$ cat src/rtl/fetch_queue.sv
// ---------------------------------------------------------------------------
// fetch_queue
//
// Instruction fetch front end. It issues one sequential fetch request at a
// time to the instruction cache/memory and buffers the returned
// {PC, instruction} pairs in a small FIFO for the decoder. A control-transfer
// instruction (bit 6 set) halts fetching until the jump or branch unit
// redirects the PC. A request that is still in flight when a redirect arrives
// is allowed to complete, and its data is dropped.
//
// Optional feature:
//   FETCH_BYPASS_EN - when defined, a response that arrives while the queue
//                     is empty, the decoder is ready and there is no redirect
//                     goes straight to the decoder in the same cycle and is
//                     not enqueued. When undefined, every response is
//                     enqueued, so DecEn rises at the earliest one cycle
//                     after the response.
//
// Ports:
//   clk, rst              clock; asynchronous active-high reset
//   stall                 decoder does not accept the head this cycle
//   enJump / JumpAddr     jump redirect (has priority over the branch)
//   enBranch / BranchAddr branch redirect
//   DecEn/DecPC/DecInst   queue head presented to the decoder
//   instEn / instAddr     outstanding fetch request (level) and its address
//   hit / cacheInst       cache response for the outstanding request
//   memInstOutEn/memInst  memory response (used only when hit is low)
//
// state   | meaning
// IDLE    | first cycle after reset; RESET_PC is issued on the next edge
// RUN     | sequential fetching
// WAIT_BJ | a jump/branch instruction was queued; fetch halts until redirect
// DISCARD | redirected with a request in flight; drop its response, then
//         | fetch the saved target
// ---------------------------------------------------------------------------
module fetch_queue #(
  parameter int                ADDR_W   = 32,
  parameter int                INST_W   = 32,
  parameter int                QDEPTH   = 4,
  parameter int                PC_STEP  = 4,
  parameter logic [ADDR_W-1:0] RESET_PC = '0
) (
  input  logic              clk,
  input  logic              rst,
  input  logic              stall,
  input  logic              enJump,
  input  logic [ADDR_W-1:0] JumpAddr,
  input  logic              enBranch,
  input  logic [ADDR_W-1:0] BranchAddr,
  output logic              DecEn,
  output logic [ADDR_W-1:0] DecPC,
  output logic [INST_W-1:0] DecInst,
  output logic              instEn,
  output logic [ADDR_W-1:0] instAddr,
  input  logic              hit,
  input  logic [INST_W-1:0] cacheInst,
  input  logic              memInstOutEn,
  input  logic [INST_W-1:0] memInst
);

  localparam int PTR_W = (QDEPTH > 1) ? $clog2(QDEPTH) : 1;
  localparam int CNT_W = $clog2(QDEPTH) + 1;
  localparam logic [CNT_W-1:0] FULL_CNT = CNT_W'(QDEPTH);
  localparam logic [PTR_W-1:0] PTR_ONE  = PTR_W'(1);
  localparam logic [CNT_W-1:0] CNT_ONE  = CNT_W'(1);

  typedef enum logic [1:0] {
    IDLE    = 2'd0,
    RUN     = 2'd1,
    WAIT_BJ = 2'd2,
    DISCARD = 2'd3
  } state_e;

  state_e            state_q;
  logic              inst_en_q;
  logic [ADDR_W-1:0] inst_addr_q;
  logic [ADDR_W-1:0] target_q;

  logic [CNT_W-1:0]  count_q, count_d;
  logic [PTR_W-1:0]  rd_ptr_q, wr_ptr_q;
  logic [ADDR_W-1:0] pc_mem_q   [QDEPTH];
  logic [INST_W-1:0] inst_mem_q [QDEPTH];

  logic              redirect;
  logic [ADDR_W-1:0] redirect_addr;
  logic              resp_v;
  logic [INST_W-1:0] resp_inst;
  logic              head_v;
  logic              deq;
  logic              run_resp;
  logic              bypass;
  logic              enq;
  logic              can_issue;
  logic [ADDR_W-1:0] seq_addr;

  assign redirect      = enJump | enBranch;
  assign redirect_addr = enJump ? JumpAddr : BranchAddr;

  // A response only counts while a request is actually outstanding.
  assign resp_v    = inst_en_q & (hit | memInstOutEn);
  assign resp_inst = hit ? cacheInst : memInst;

  assign head_v = (count_q != '0);
  assign deq    = head_v & ~stall;

  // Responses are only kept in RUN; a same-cycle redirect flushes them.
  assign run_resp = (state_q == RUN) & resp_v & ~redirect;

`ifdef FETCH_BYPASS_EN
  assign bypass = run_resp & ~head_v & ~stall;
`else
  assign bypass = 1'b0;
`endif

  assign enq = run_resp & ~bypass & ((count_q != FULL_CNT) | deq);

  always_comb begin
    count_d = count_q;
    if (redirect) begin
      count_d = '0;
    end else begin
      case ({enq, deq})
        2'b10:   count_d = count_q + CNT_ONE;
        2'b01:   count_d = count_q - CNT_ONE;
        default: count_d = count_q;
      endcase
    end
  end

  // Issuing only when the post-edge count leaves room guarantees that the
  // response always has a free slot, so the full-queue enqueue guard never
  // actually drops data.
  assign can_issue = (count_d < FULL_CNT);
  assign seq_addr  = inst_addr_q + ADDR_W'(PC_STEP);

  always_ff @(posedge clk or posedge rst) begin
    if (rst) begin
      state_q     <= IDLE;
      inst_en_q   <= 1'b0;
      inst_addr_q <= RESET_PC;
      target_q    <= RESET_PC;
    end else begin
      case (state_q)
        IDLE: begin
          state_q     <= RUN;
          inst_en_q   <= 1'b1;
          inst_addr_q <= redirect ? redirect_addr : RESET_PC;
        end
        RUN: begin
          if (redirect) begin
            if (inst_en_q && !resp_v) begin
              // Request still in flight: keep instEn up until it lands.
              state_q  <= DISCARD;
              target_q <= redirect_addr;
            end else begin
              inst_en_q   <= 1'b1;
              inst_addr_q <= redirect_addr;
            end
          end else if (resp_v) begin
            if (resp_inst[6]) begin
              state_q   <= WAIT_BJ;
              inst_en_q <= 1'b0;
            end else if (can_issue) begin
              inst_addr_q <= seq_addr;
            end else begin
              inst_en_q <= 1'b0;
            end
          end else if (!inst_en_q && can_issue) begin
            inst_en_q   <= 1'b1;
            inst_addr_q <= seq_addr;
          end
        end
        WAIT_BJ: begin
          if (redirect) begin
            state_q     <= RUN;
            inst_en_q   <= 1'b1;
            inst_addr_q <= redirect_addr;
          end
        end
        DISCARD: begin
          if (redirect) begin
            target_q <= redirect_addr;
          end
          if (resp_v) begin
            state_q     <= RUN;
            inst_en_q   <= 1'b1;
            inst_addr_q <= redirect ? redirect_addr : target_q;
          end
        end
        default: begin
          state_q   <= IDLE;
          inst_en_q <= 1'b0;
        end
      endcase
    end
  end

  always_ff @(posedge clk or posedge rst) begin
    if (rst) begin
      count_q  <= '0;
      rd_ptr_q <= '0;
      wr_ptr_q <= '0;
    end else begin
      count_q <= count_d;
      if (redirect) begin
        rd_ptr_q <= '0;
        wr_ptr_q <= '0;
      end else begin
        if (enq) begin
          wr_ptr_q <= wr_ptr_q + PTR_ONE;
        end
        if (deq) begin
          rd_ptr_q <= rd_ptr_q + PTR_ONE;
        end
      end
    end
  end

  // Storage needs no reset: the head is masked while the queue is empty.
  always_ff @(posedge clk) begin
    if (enq) begin
      pc_mem_q[wr_ptr_q]   <= inst_addr_q;
      inst_mem_q[wr_ptr_q] <= resp_inst;
    end
  end

  always_comb begin
    DecEn   = head_v;
    DecPC   = head_v ? pc_mem_q[rd_ptr_q]   : '0;
    DecInst = head_v ? inst_mem_q[rd_ptr_q] : '0;
`ifdef FETCH_BYPASS_EN
    if (bypass) begin
      DecEn   = 1'b1;
      DecPC   = inst_addr_q;
      DecInst = resp_inst;
    end
`endif
  end

  assign instEn   = inst_en_q;
  assign instAddr = inst_addr_q;

endmodule

$ cat config.mk
export PLATFORM = sky130hd
export DESIGN_NAME = fetch_queue
export DESIGN_NICKNAME = d
export VERILOG_FILES = /design/src/rtl/fetch_queue.sv
export SDC_FILE = /design/constraint.sdc
export NUM_CORES = 1
export LEC_CHECK = 0
export BUFFER_PORTS_ARGS = -buffer_cell sky130_fd_sc_hd__clkbuf_2
export CAP_MARGIN = 20
export CORE_ASPECT_RATIO = 1.75
export CORE_UTILIZATION = 45
export DETAILED_ROUTE_END_ITERATION = 10
export PLACE_DENSITY = 0.66
export SYNTH_ARGS = -nofsm -noshare
export SYNTH_HDL_FRONTEND = slang
export SYNTH_SLANG_ARGS = --single-unit
$ cat constraint.sdc
create_clock -name clk -period 10.7 [get_ports clk]
set_input_delay 1.605 -clock clk [delete_from_list [all_inputs] [get_ports clk]]
set_output_delay 1.605 -clock clk [all_outputs]
set_load 0.02 [all_outputs]
# After elaboration in Yosys (flattened, before gate mapping)
# Memory sizes are Yosys's and may differ from the RTL's.
# Index checks and enable logic that the tools add are counted.
[word_totals]
ramBits = 256
input_bits = 135
out_inout_bits = 98
memories = 2
word_cells = 98
ff_bits = 74
[op_classes]
n_eq_ne = 18
n_reduce_logical = 13
bitwise_logic = 10
n_mux = 42
n_addsub = 5
magnitude_cmp = 1
[mem_list]
columns = ["name", "words", "word_bits", "read_ports", "rd_clocked_by_memory_dff", "write_ports", "line_no", "text"]
rows = [
  ["inst_mem_q", 4, 32, 1, 0, 1, "82", "logic [INST_W-1:0] inst_mem_q [QDEPTH];"],
  ["pc_mem_q", 4, 32, 1, 0, 1, "81", "logic [ADDR_W-1:0] pc_mem_q [QDEPTH];"],
]
[ops]
columns = ["operator", "n"]
rows = [
  ["$mux 32", 16],
  ["$pmux 32 s4", 1],
  ["$pmux 32 s2", 1],
  ["$add 32x3->32 const B", 1],
  ["$mux 2", 10],
  ["$ne 3x3->1 const B", 4],
  ["$mux 1", 10],
  ["$reduce_and 5->1", 2],
  ["$ne 4x4->1 const B", 2],
  ["$pmux 2 s4", 1],
  ["$eq 2x2->1 const B", 3],
  ["$ne 2x2->1 const B", 3],
  ["$pmux 3 s2", 1],
  ["$reduce_and 6->1", 1],
  ["$reduce_bool 2->1", 3],
  ["$and 1x1->1", 5],
  ["$ne 5x5->1 const B", 1],
  ["$add 2x1->2 const B", 2],
  ["$eq 2x1->1 const B", 2],
  ["$ne 4x3->1 const B", 1],
  ["$pmux 1 s4", 1],
  ["$add 3x1->3 const B", 1],
  ["$lt 3x3->1 const B", 1],
  ["$mux 3", 1],
  ["other kinds (10)", 15],
]

# Depth between registers and ports, before layout
# Gate-level depths: netlist of the first run.
[depth]
word_depth = 14
mapped_depth = 13
depth_no_buf = 10

# Worst setup path before layout of the first run
# No wires, ideal clock.
[synth_timing]
path_type = "in2reg"
startpoint = "input enBranch"
endpoint = "memory inst_mem_q[0][0], enable pin"
path_slack_ns = 5.992
t_required_ns = 10.271
arrival_time_ns = 4.279
setup_time_ns = 0.429
path_buffers = 1
cell_stages = 5
cell_sequence = "clkbuf_1 nor4b_2 nand2_1 a31oi_1 and2_1"
[synth_between]
elab_chain_cells = 6
[synth_lines]
columns = ["element", "line_no", "text"]
rows = [
  ["start, declared", "48", "input logic enBranch,"],
  ["$or 1x1->1", "96", "assign redirect = enJump | enBranch;"],
  ["$not 1->1", "107", "assign run_resp = (state_q == RUN) & resp_v & ~redirect;"],
  ["$and 1x1->1", "107", ""],
  ["$and 1x1->1", "115", "assign enq = run_resp & ~bypass & ((count_q != FULL_CNT) | deq);"],
  ["$mux 1", "221", "if (enq) begin"],
  ["$mux 1 (not written as such)", "223", "inst_mem_q[wr_ptr_q] <= resp_inst;"],
  ["end, declared", "82", ""],
]
# No other way between the ends.

# Worst setup path after layout of the first run
[layout_timing]
startpoint = "register rd_ptr_q[0]"
endpoint = "output DecPC[16]"
[layout_between]
elab_chain_cells = 2
[layout_lines]
columns = ["element", "line_no", "text"]
rows = [
  ["start, declared", "80", "logic [PTR_W-1:0] rd_ptr_q, wr_ptr_q;"],
  ["start signal, assigned", "213", "rd_ptr_q <= rd_ptr_q + PTR_ONE;"],
  ["$mem_v2 4x32", "n/a", ""],
  ["$mux 32", "229", "DecPC = head_v ? pc_mem_q[rd_ptr_q] : '0;"],
  ["end, declared", "51", "output logic [ADDR_W-1:0] DecPC,"],
]
# No other way between the ends.

==> impl_metrics.sql, run 1 <==
INSERT INTO impl_metrics (metric_group, metric, value, unit) VALUES
('outcome', 'status', 'completed', ''),
('worst_hold_path', 'worstHoldPathType', 'flop to flop', ''),
('synthesis', 'synth-seq-area-share', '63.9', '%'),
('drt', 'detailroute.via_count', '9382', ''),
('drt', 'route.detailed.wl_per_inst', '20.2', 'microns'),
('setup_path', 'critical_path_arrival', '3060', 'ps'),
('cts', 'numCtsBuffers', '29', ''),
('setup_path', 'worst-path-buf-inv', '2', ''),
('sta', 'report.final.setup_viol', '0', ''),
('cts', 'root_buffer', 'sky130_fd_sc_hd__clkbuf_16', ''),
('sta', 'finalHoldViolations', '0', ''),
('placed_design', 'detailedPlace.worstSlack', '5660', 'ps'),
('sta', 'fin_worst_hold_slack', '479', 'ps'),
('setup_path', 'crit_family', 'buffers and inverters', ''),
('global_routing', 'grt_antenna_before_repair', '0', ''),
('synthesis', 'netlist_area', '14900', 'sq um'),
('synthesis', 'yosys_warnings', '0', ''),
('power_and_ir_drop', 'static_power_due_to_leakage', '6.57', 'nW'),
('setup_path', 'slowest_delay', '740', 'ps'),
('floorplan', 'die_extent_in_x', '140', 'microns'),
('drt', 'remaining_drc_errors', '0', ''),
('synthesis', 'synth_seq_cells', '330', ''),
('synthesis', 'yosysUniqueCellTypes', '64', ''),
('drt', 'routed_wirelength', '33600', 'microns'),
('floorplan', 'initial_utilization', '46.0', '%'),
('synthesis', 'synthesis.nets', '1172', ''),
('cts', 'cts-root-to-sink-buffers', '3', ''),
('power_and_ir_drop', 'power_per_cell_area', '199', 'nW/um^2'),
('setup_path', 'crit_path_start_kind', 'flop', ''),
('synthesis', 'synth_xor_xnor_area_share', '0.763', '%'),
('sta', 'period_minus_slack', '4660', 'ps'),
('global_routing', 'grt_pass1_wl', '52000', 'microns'),
('setup_path', 'worstSetupStartpoint', 'rd_ptr_q[0]', ''),
('setup_path', 'crit_required', '9100', 'ps'),
('sta', 'slew_headroom', '31.4', '%'),
('setup_path', 'cp-end-kind', 'output pin', ''),
('worst_hold_path', 'hp-start', 'target_q[14]', ''),
('synthesis', 'synth_top_family_by_area', 'multiplexers', ''),
('floorplan', 'floorplan.io_pins', '233', ''),
('drt', 'drtAntennaViolNets', '0', ''),
('sta', 'final_critical_path_setup_slack', '6040', 'ps'),
('finish', 'drive_gt1_share', '33.0', '%'),
('cts', 'htreeDepth', '1', ''),
('global_routing', 'groute.usage.overall', '20.0', '%'),
('global_routing', 'grt_start_max_net_pins', '75', ''),
('synthesis', 'synth_ff_type', 'sky130_fd_sc_hd__edfxtp_1', ''),
('floorplan', 'design.die.area', '33900', 'sq um'),
('placed_design', 'io_buffers', '232', ''),
('drt', 'average_via_count_per_standard_cell', '5.65', ''),
('synthesis', 'synthAdderAreaFrac', '0.553', '%'),
('cts', 'clk-insertion-delay-late', '550', 'ps'),
('setup_path', 'slowest_cell_on_the_critical_path', 'sky130_fd_sc_hd__buf_4', ''),
('finish', 'reg_area', '9550', 'sq um'),
('synthesis', 'synth-edff-count', '256', ''),
('synthesis', 'share_of_the_synthesized_area_in_compound_gates_ao_oa_aoi_oai', '8.59', '%'),
('setup_path', 'cp_max_fanout', '44', ''),
('sta', 'maxSlewViolCount', '0', ''),
('synthesis', 'synth_async_sr_flop_share', '22.4', '%'),
('power_and_ir_drop', 'irDropWorstVdd', '0.000110', 'V'),
('floorplan', 'fp.coreArea', '32400', 'sq um'),
('synthesis', 'syn_avg_cell_area', '14.5', 'sq um'),
('sta', 'final.setup.tns', '0', 'ps'),
('global_routing', 'grt_pass1_vias', '9362', ''),
('placed_design', 'finalWeightedCongestion', '0.822', ''),
('floorplan', 'chipHeight', '243', 'microns'),
('setup_path', 'reg2reg_launch_point', 'state_q[1]', ''),
('sta', 'finalClockSkew', '8.56', 'ps'),
('placed_design', 'dpl.hpwl', '21400', 'microns'),
('cts', 'postCtsResizedCells', '0', ''),
('run', 'drv_cap', '0', ''),
('setup_path', 'path_class', 'flop to output pin', '');
-- sequential cells by signal, summed over array words and instances (netlist names) --
name,count
inst_mem_q,128
pc_mem_q,128
instAddr,32
target_q,32
count_q,3
rd_ptr_q,2
state_q,2
wr_ptr_q,2
instEn,1
-- cells in the final DEF (no fill, tap or decap), types with 10 or more instances in the layout --
master,n
sky130_fd_sc_hd__edfxtp_1,256
sky130_fd_sc_hd__clkbuf_2,232
sky130_fd_sc_hd__nand2_1,72
sky130_fd_sc_hd__dfrtp_1,72
sky130_fd_sc_hd__and2_1,66
sky130_fd_sc_hd__mux4_2,64
sky130_fd_sc_hd__o21ai_0,56
sky130_fd_sc_hd__nor2_1,40
sky130_fd_sc_hd__mux2_2,40
sky130_fd_sc_hd__a21oi_1,36
sky130_fd_sc_hd__mux2i_1,31
sky130_fd_sc_hd__nand3_1,29
sky130_fd_sc_hd__clkbuf_16,29
sky130_fd_sc_hd__o22ai_1,23
sky130_fd_sc_hd__inv_1,17
sky130_fd_sc_hd__buf_4,12
sky130_fd_sc_hd__a31oi_1,11
sky130_fd_sc_hd__nor3_1,10
-- power by group --
group          internal (W)  total [W]  switching [W]
combinational      0.000242   0.000604       0.000362
clock              0.000638    0.00109       0.000451
sequential          0.00159    0.00178       0.000189
-- tightest hold or removal path, delay by kind of cell, from the launching register on --
kind	cells	cell delay (ps)
DFF	1	340
and+or+nand+nor	1	40
AOI/OAI and AO/OA	1	60
-- final cells by class --
type	instances	area share [%]
sequential	330	54.7
multi-input combinational	613	28.9
timing repair buffer	246	7.34
clock buffer	39	4.71
tap	400	2.87
clock inverter	14	1.06
inverter	20	0.430
-- kinds of logic (layout without fill, tap and decap cells) --
| logic type | Yosys count | in the layout |
|---|---|---|
| flip-flops | 330 | 330 |
| adder cells (fa/ha/maj) | 6 | 6 |
| AND/OR/NAND/NOR | 258 | 258 |
| buffers and inverters | 88 | 319 |
| multiplexers | 138 | 138 |
| AO/OA/AOI/OAI | 198 | 198 |
| XOR/XNOR | 13 | 13 |
-- synth_stat cells, types with 3 or more instances --
library cell	number	area (sq um)
sky130_fd_sc_hd__a21oi_1	36	180
sky130_fd_sc_hd__a221o_1	3	30.0
sky130_fd_sc_hd__a22o_1	9	78.8
sky130_fd_sc_hd__a22oi_1	9	67.6
sky130_fd_sc_hd__a2bb2oi_1	4	35.0
sky130_fd_sc_hd__a31oi_1	11	68.8
sky130_fd_sc_hd__and2_1	70	438
sky130_fd_sc_hd__and3_1	5	31.3
sky130_fd_sc_hd__and4_1	4	35.0
sky130_fd_sc_hd__buf_1	18	67.6
sky130_fd_sc_hd__buf_2	3	15.0
sky130_fd_sc_hd__clkbuf_1	45	169
sky130_fd_sc_hd__dfrtp_1	74	1850
sky130_fd_sc_hd__edfxtp_1	256	7690
sky130_fd_sc_hd__ha_1	5	62.6
sky130_fd_sc_hd__inv_1	19	71.3
sky130_fd_sc_hd__mux2_2	40	450
sky130_fd_sc_hd__mux2_4	3	45.0
sky130_fd_sc_hd__mux2i_1	31	310
sky130_fd_sc_hd__mux4_2	64	1440
sky130_fd_sc_hd__nand2_1	72	270
sky130_fd_sc_hd__nand2b_1	4	25.0
sky130_fd_sc_hd__nand3_1	29	145
sky130_fd_sc_hd__nand3b_1	3	22.5
sky130_fd_sc_hd__nand4_1	7	43.8
sky130_fd_sc_hd__nor2_1	40	150
sky130_fd_sc_hd__nor2b_1	4	25.0
sky130_fd_sc_hd__nor3_1	10	50.1
sky130_fd_sc_hd__o211ai_1	5	37.5
sky130_fd_sc_hd__o21a_1	3	22.5
sky130_fd_sc_hd__o21ai_0	56	280
sky130_fd_sc_hd__o22a_1	3	26.3
sky130_fd_sc_hd__o22ai_1	23	144
sky130_fd_sc_hd__o2bb2ai_1	3	26.3
sky130_fd_sc_hd__o31ai_1	8	60.1
sky130_fd_sc_hd__or2_2	3	18.8
sky130_fd_sc_hd__xnor2_1	9	78.8
sky130_fd_sc_hd__xor2_1	4	35.0
-- stage by stage --
| step | instances | cell area, sq um | util (%) |
|---|---|---|---|
| floorplan | 1031 | 14900 | - |
| global placement | 1607 | 16400 | 50.6 |
| detailed placement | 1608 | 16400 | 50.7 |
| CTS | 1661 | 17400 | 53.8 |
| global route | 1662 | 17500 | 53.8 |
| finish | 1662 | 17500 | 53.8 |
-- final timing paths --
path | depth (start not counted) | slack, ps | to
worst max register to register | 13 | 7060 | instAddr[2]
worst min-delay path | 2 | 480 | target_q[14]
max in group asynchronous | 3 | 8620 | rd_ptr_q[1]
worst min register to register | 2 | 480 | target_q[14]
worst max-delay path | 4 | 6040 | DecPC[16]
min in group asynchronous | 3 | 1350 | target_q[10]
-- metal layers --
metal	track usage [%]	part of all wire, %	vias up
met2	36.2	53	284
met4	6.88	2.5	0
met5	0	0	-
li1	-	-	4394
met3	2.11	4.4	48
met1	24.7	40	4656
Power figures use the tool's default switching activity.
==> run 2, diff against run 1 <==
==> constraint.sdc (replaced) <==
create_clock -name clk -period 4.5 [get_ports clk]
set_input_delay 0.675 -clock clk [delete_from_list [all_inputs] [get_ports clk]]
set_output_delay 0.675 -clock clk [all_outputs]
set_load 0.02 [all_outputs]
==> run 2 against run 1 <==
  * First-iteration DRC count down 14%
  * Setup slack got worse by 4900 ps
  * Routed wire length is 4.4% higher
  * Sequential power increased by 140%
  * Via count grew 1.7%
  * Power increased by 130%
  * Sequential share of layout area shrank 0.21 points
  * Register-to-register slack got worse by 5900 ps
  * Highest routed layer unchanged
==> impl_metrics.sql, run 2 (synthesis gave the netlist of run 1 again) <==
INSERT INTO impl_metrics (metric_group, metric, value, unit) VALUES
('cts', 'clk-insertion-delay-late', '560', 'ps'),
('sta', 'max_clock_freq', '0.295', 'GHz'),
('drt', 'drtAntennaViolNets', '0', ''),
('floorplan', 'chipHeight', '243', 'microns'),
('setup_path', 'crit_required', '4940', 'ps'),
('sta', 'rsz_0062_raised_after_global_routing', 'false', ''),
('finish', 'flow.area_growth_from_synthesis', '17.4', '%'),
('power_and_ir_drop', 'power_per_cell_area', '463', 'nW/um^2'),
('finish', 'layout_commonest_cell', 'sky130_fd_sc_hd__edfxtp_1', ''),
('drt', 'route.detailed.wl_per_inst', '21.0', 'microns'),
('placed_design', 'io_buffers', '232', ''),
('setup_path', 'cp-end-kind', 'flop', ''),
('outcome', 'status', 'completed', ''),
('cts', 'setup_bufs_post_cts', '0', ''),
('global_routing', 'grt_start_max_net_pins', '66', ''),
('cts', 'tritoncts', 'yes', ''),
('setup_path', 'cp_max_fanout', '19', ''),
('setup_path', 'slowest_delay', '530', 'ps'),
('floorplan', 'row_count', '87', ''),
('floorplan', 'initial_utilization', '46.0', '%'),
('cts', 'postCtsResizedCells', '0', ''),
('setup_path', 'path_cells', 'nor3_1, nor2_1, nand2_1, fa_1, inv_1, a2111o_1, and3_1, nor2_1, and2_1, buf_16, mux2_2', ''),
('finish', 'design_area', '17500', 'sq um'),
('cts', 'path_clk_slew', '70', 'ps'),
('finish', 'drive_gt1_share', '32.8', '%'),
('finish', 'fillers', '2723', ''),
('finish', 'antenna-diode-count', '0', ''),
('cts', 'clock_sinks', '330', ''),
('run', 'drv_cap', '0', ''),
('setup_path', 'crit_family', 'simple AND/OR/NAND/NOR gates', ''),
('drt', 'average_via_count_per_standard_cell', '5.71', ''),
('setup_path', 'critical-path-top-cell-by-count', 'sky130_fd_sc_hd__nor2_1', ''),
('sta', 'period_minus_slack', '3390', 'ps'),
('setup_path', 'critical_path_depth', '11', ''),
('finish', 'reg.largest.list', 'inst_mem_q x128, pc_mem_q x128', ''),
('placed_design', 'placed_area', '16600', 'sq um'),
('global_routing', 'grt_pass1_wl', '53900', 'microns'),
('finish', 'final_net_count', '1389', ''),
('cts', 'cts-root-to-sink-buffers', '3', ''),
('setup_path', 'critical_path_arrival', '3830', 'ps'),
('setup_path', 'worst-path-buf-inv', '2', ''),
('sta', 'report.final.setup_viol', '0', ''),
('drt', 'remaining_drc_errors', '0', ''),
('cts', 'htreeDepth', '1', ''),
('power_and_ir_drop', 'irDropWorstVdd', '0.000281', 'V'),
('placed_design', 'dpl.hpwl', '23200', 'microns'),
('drt', 'drt_first_pass_iters', '7', ''),
('sta', 'maxSlewViolCount', '0', ''),
('setup_path', 'path_class', 'flop to flop', ''),
('floorplan', 'floorplan.io_pins', '233', ''),
('global_routing', 'grt_antenna_before_repair', '0', ''),
('cts', 'numCtsBuffers', '28', ''),
('drt', 'routed_wirelength', '35100', 'microns'),
('drt', 'detail_route.iter0.violations', '562', ''),
('sta', 'final.setup.tns', '0', 'ps'),
('floorplan', 'fp.coreArea', '32400', 'sq um'),
('global_routing', 'grt_remaining_overflow', '0', ''),
('placed_design', 'finalWeightedCongestion', '0.892', ''),
('drt', 'detailroute.via_count', '9541', ''),
('setup_path', 'worst_r2r_path_depth', '11', ''),
('global_routing', 'grt_pass1_vias', '9571', ''),
('sta', 'slew_headroom', '29.8', '%'),
('cts', 'holdBufCountCts', '0', ''),
('finish', 'final_cell_mix', 'sky130_fd_sc_hd__edfxtp_1, sky130_fd_sc_hd__clkbuf_2, sky130_fd_sc_hd__nand2_1, sky130_fd_sc_hd__dfrtp_1, sky130_fd_sc_hd__and2_1', ''),
('worst_hold_path', 'worstHoldPathType', 'primary input to async pin', ''),
('cts', 'root_buffer', 'sky130_fd_sc_hd__clkbuf_16', ''),
('floorplan', 'die_extent_in_x', '140', 'microns'),
('power_and_ir_drop', 'static_power_due_to_leakage', '6.58', 'nW'),
('setup_path', 'crit_path_start_kind', 'flop', ''),
('sta', 'finalHoldViolations', '0', ''),
('floorplan', 'design.die.area', '33900', 'sq um'),
('sta', 'finalClockSkew', '21.6', 'ps'),
('global_routing', 'groute.usage.overall', '20.9', '%'),
('sta', 'worstMarginPinSlew', '1050', 'ps'),
('sta', 'layout_worst_path_cycle_share', '75.3', '%'),
('setup_path', 'slowest_cell_on_the_critical_path', 'sky130_fd_sc_hd__and2_1', '');
run 2: stage by stage:
step | hold WS (ps) | util [%] | cells | setup WS (ps) | total power (W)
2_1_floorplan | 445 | - | 1031 | 722 | 0.00512
3_3_place_gp | 458 | 51.0 | 1615 | 539 | 0.00571
3_5_place_dp | 470 | 51.1 | 1617 | 880 | 0.00577
4_1_cts | 383 | 54.0 | 1669 | 1030 | 0.00818
5_1_grt | 178 | 54.0 | 1670 | 899 | 0.00846
6_report | 151 | 54.0 | 1670 | 1110 | 0.00811
run 2: report_power, final:
group | switching (W) | internal [W]
sequential | 0.000456 | 0.00377
clock | 0.00106 | 0.00135
combinational | 0.000874 | 0.000597
run 2: cell type report:
class                   count  area (sq um)  area share (%)
flip-flops and latches    330          9550            54.5
repair buffers            255          1440            8.22
clock buffers              39           795            4.53
inverters                  20          75.1           0.428
clock inverters            13           123           0.700
well taps                 400           500            2.86
multi-input cells         613          5050            28.8
run 2: worst register-to-register path, stage by stage (launching register included):
cell	delay (ps)
sky130_fd_sc_hd__dfrtp_1	490
sky130_fd_sc_hd__nor3_1	460
sky130_fd_sc_hd__nor2_1	150
sky130_fd_sc_hd__nand2_1	120
sky130_fd_sc_hd__fa_1	190
sky130_fd_sc_hd__inv_1	70
sky130_fd_sc_hd__a2111o_1	390
sky130_fd_sc_hd__and3_1	180
sky130_fd_sc_hd__nor2_1	110
sky130_fd_sc_hd__and2_1	530
sky130_fd_sc_hd__buf_16	230
sky130_fd_sc_hd__mux2_2	360
run 2: worst paths after layout:
path	from	end	slack, ps
worst max-delay path	count_q[2]	instAddr[18]	1110
worst max register to register	count_q[2]	instAddr[18]	1110
worst min-delay path	rst	instAddr[13]	150
max in group asynchronous	rst	target_q[27]	3530
worst min register to register	target_q[31]	target_q[31]	480
min in group clk	BranchAddr[10]	target_q[10]	450
run 2: layer usage:
metal / vias to the layer above / GRT usage [%] / share of wire [%]
li1: 4419 / - / -
met3: 63 / 2.54 / 4.5
met2: 292 / 37.3 / 52
met1: 4767 / 25.1 / 40
met5: - / 0 / 0
met4: 0 / 9.63 / 4.1
==> run 3, diff against run 2 <==
==> constraint.sdc (replaced) <==
create_clock -name clk -period 3.35 [get_ports clk]
set_input_delay 0.5025 -clock clk [delete_from_list [all_inputs] [get_ports clk]]
set_output_delay 0.5025 -clock clk [all_outputs]
set_load 0.02 [all_outputs]
==> run 3 against run 2 <==
  * Die area unchanged
  * Global-route usage increased by 0.73 points
  * Combinational power increased by 37%
  * Register-to-register slack got worse by 670 ps
  * Final cell count increased by 0.78%
  * Sequential share of layout area decreased by 0.55 points
  * Highest routed layer unchanged
  * Clock power increased by 43%
==> impl_metrics.sql, run 3 (synthesis gave the netlist of run 1 again) <==
INSERT INTO impl_metrics (metric_group, metric, value, unit) VALUES
('outcome', 'status', 'completed', ''),
('sta', 'worstMarginPinSlew', '843', 'ps'),
('setup_path', 'worst_r2r_path_depth', '11', ''),
('drt', 'average_via_count_per_standard_cell', '5.69', ''),
('floorplan', 'design.die.area', '33900', 'sq um'),
('finish', 'layout_commonest_cell', 'sky130_fd_sc_hd__edfxtp_1', ''),
('worst_hold_path', 'worstHoldPathType', 'primary input to async pin', ''),
('sta', 'finalHoldViolations', '0', ''),
('setup_path', 'worst_setup_path_endpoint', 'DecPC[15]', ''),
('global_routing', 'grt_remaining_overflow', '0', ''),
('setup_path', 'cp-end-kind', 'output pin', ''),
('placed_design', 'dpl.hpwl', '24200', 'microns'),
('drt', 'detail_route.iter0.violations', '553', ''),
('sta', 'period_minus_slack', '3040', 'ps'),
('global_routing', 'met1_use_gr', '25.3', '%'),
('cts', 'htreeDepth', '1', ''),
('drt', 'drtAntennaViolNets', '0', ''),
('cts', 'clk-insertion-delay-late', '560', 'ps'),
('sta', 'finalClockSkew', '23.4', 'ps'),
('power_and_ir_drop', 'power_per_cell_area', '629', 'nW/um^2'),
('finish', 'drive_gt1_share', '33.9', '%'),
('floorplan', 'die_extent_in_x', '140', 'microns'),
('cts', 'numCtsBuffers', '29', ''),
('placed_design', 'finalWeightedCongestion', '0.855', ''),
('power_and_ir_drop', 'fin_total_pwr', '0.0111', 'W'),
('placed_design', 'dpl.cell_count', '1629', ''),
('finish', 'post_layout_nonfiller_instances', '1683', ''),
('setup_path', 'crit_required', '2850', 'ps'),
('setup_path', 'slowest_delay', '800', 'ps'),
('cts', 'setup_bufs_post_cts', '0', ''),
('power_and_ir_drop', 'static_power_due_to_leakage', '6.68', 'nW'),
('cts', 'postCtsResizedCells', '0', ''),
('finish', 'fillers', '2690', ''),
('setup_path', 'cp_max_fanout', '26', ''),
('global_routing', 'grt_start_max_net_pins', '66', ''),
('drt', 'remaining_drc_errors', '0', ''),
('setup_path', 'slowest_cell_on_the_critical_path', 'sky130_fd_sc_hd__dfrtp_4', ''),
('sta', 'max_clock_freq', '0.329', 'GHz'),
('setup_path', 'critical_path_depth', '4', ''),
('sta', 'maxSlewViolCount', '0', ''),
('cts', 'clock_sinks', '330', ''),
('drt', 'drt_first_pass_iters', '5', ''),
('floorplan', 'chipHeight', '243', 'microns'),
('finish', 'flow.area_growth_from_synthesis', '18.6', '%'),
('finish', 'design_area', '17700', 'sq um'),
('sta', 'rsz_0062_raised_after_global_routing', 'false', ''),
('setup_path', 'worstSetupStartpoint', 'rd_ptr_q[0]', ''),
('power_and_ir_drop', 'irDropWorstVdd', '0.000434', 'V'),
('drt', 'detailroute.via_count', '9582', ''),
('finish', 'final_cell_mix', 'sky130_fd_sc_hd__edfxtp_1, sky130_fd_sc_hd__clkbuf_2, sky130_fd_sc_hd__nand2_1, sky130_fd_sc_hd__dfrtp_1, sky130_fd_sc_hd__and2_1', ''),
('setup_path', 'critical_path_arrival', '2540', 'ps'),
('setup_path', 'path_cells', 'buf_12, mux4_2, and2_1, clkbuf_2', ''),
('global_routing', 'global_route.usage.met2', '40.6', '%'),
('finish', 'reg.largest.list', 'inst_mem_q x128, pc_mem_q x128', ''),
('placed_design', 'io_buffers', '232', ''),
('floorplan', 'floorplan.io_pins', '233', ''),
('global_routing', 'globalRoute.busiestLayer', 'met2', ''),
('global_routing', 'grt_antenna_before_repair', '0', ''),
('sta', 'final.setup.tns', '0', 'ps'),
('sta', 'slew_headroom', '43.4', '%'),
('placed_design', 'placed_area', '16700', 'sq um'),
('cts', 'cts-root-to-sink-buffers', '3', ''),
('floorplan', 'row_count', '87', ''),
('setup_path', 'worst-path-buf-inv', '2', ''),
('global_routing', 'grt_pass1_wl', '55800', 'microns'),
('floorplan', 'initial_utilization', '46.0', '%'),
('global_routing', 'met3_layer_usage_reported_by_global_route', '2.05', '%'),
('setup_path', 'regToRegEndpoint', 'instAddr[3]', ''),
('drt', 'route.detailed.wl_per_inst', '21.3', 'microns'),
('cts', 'tritoncts', 'yes', ''),
('run', 'drv_cap', '0', ''),
('cts', 'path_clk_slew', '60', 'ps'),
('global_routing', 'groute.usage.overall', '21.6', '%'),
('floorplan', 'fp.coreArea', '32400', 'sq um'),
('setup_path', 'crit_path_start_kind', 'flop', ''),
('sta', 'report.final.setup_viol', '0', ''),
('cts', 'holdBufCountCts', '0', ''),
('setup_path', 'reg2reg_launch_point', 'state_q[1]', ''),
('global_routing', 'grt_pass1_vias', '9795', ''),
('sta', 'layout_worst_path_cycle_share', '90.9', '%'),
('setup_path', 'internal_reg_to_reg_setup_slack', '440', 'ps'),
('setup_path', 'crit_family', 'flip-flops', ''),
('drt', 'routed_wirelength', '35900', 'microns'),
('finish', 'final_net_count', '1401', ''),
('finish', 'antenna-diode-count', '0', ''),
('cts', 'root_buffer', 'sky130_fd_sc_hd__clkbuf_16', ''),
('setup_path', 'path_class', 'flop to output pin', '');
-- run 3: changes by cell type in the layout (fill, tap and decap cells not counted) --
cell                         change
sky130_fd_sc_hd__buf_4           +8
sky130_fd_sc_hd__buf_12          +4
sky130_fd_sc_hd__clkbuf_1        -4
sky130_fd_sc_hd__clkinv_4        +3
sky130_fd_sc_hd__bufinv_16       +2
sky130_fd_sc_hd__inv_6           +2
sky130_fd_sc_hd__buf_16          -1
sky130_fd_sc_hd__clkbuf_16       -1
sky130_fd_sc_hd__clkinv_1        -1
sky130_fd_sc_hd__clkinvlp_4      +1
-- run 3: final cells by class --
type	instances	area, sq um	share of cell area (%)
multi-input cells	613	5050	28.5
repair buffers	266	1550	8.77
flip-flops and latches	330	9550	53.9
well taps	400	500	2.83
clock buffers	34	754	4.26
inverters	20	75.1	0.424
clock inverters	20	230	1.30
-- run 3: metal layers --
metal,wire length [microns],part of all wire (%)
met5,0,0
met3,1510,4.2
met2,19500,54
met4,1100,3.1
met1,13800,38
-- run 3: worst register-to-register path: stages, from the launching register on --
cell	delay, ps
sky130_fd_sc_hd__dfrtp_1	390
sky130_fd_sc_hd__nor4b_2	390
sky130_fd_sc_hd__nand2_1	130
sky130_fd_sc_hd__nand2_1	100
sky130_fd_sc_hd__fa_1	180
sky130_fd_sc_hd__inv_1	70
sky130_fd_sc_hd__a2111o_1	390
sky130_fd_sc_hd__a2111oi_2	370
sky130_fd_sc_hd__nor2_1	120
sky130_fd_sc_hd__and2_1	180
sky130_fd_sc_hd__buf_12	170
sky130_fd_sc_hd__mux2_4	310
-- run 3: how the worst min path moves through the flow --
stage                         endpoint  depth (start not counted)          from
final                      target_q[4]                          2           rst
after global routing       instAddr[5]                          2           rst
after CTS                  instAddr[5]                          2           rst
after detailed placement  target_q[31]                          2  target_q[31]
after global placement    target_q[31]                          2  target_q[31]
after floorplan           target_q[31]                          2  target_q[31]
-- run 3: through the flow --
stage | hold WS, ps | setup WS (ps) | util [%]
5_1_grt | 167 | 163 | 54.6
3_3_place_gp | 456 | 243 | 51.6
6_report | 88.4 | 306 | 54.6
3_5_place_dp | 468 | 247 | 51.6
2_1_floorplan | 445 | 104 | -
4_1_cts | 118 | 227 | 54.6
-- run 3: power breakdown --
group	switching, W	internal [W]
Combinational	0.00119	0.000816
Sequential	0.000619	0.00506
Clock	0.00151	0.00194
Total	0.00332	0.00782
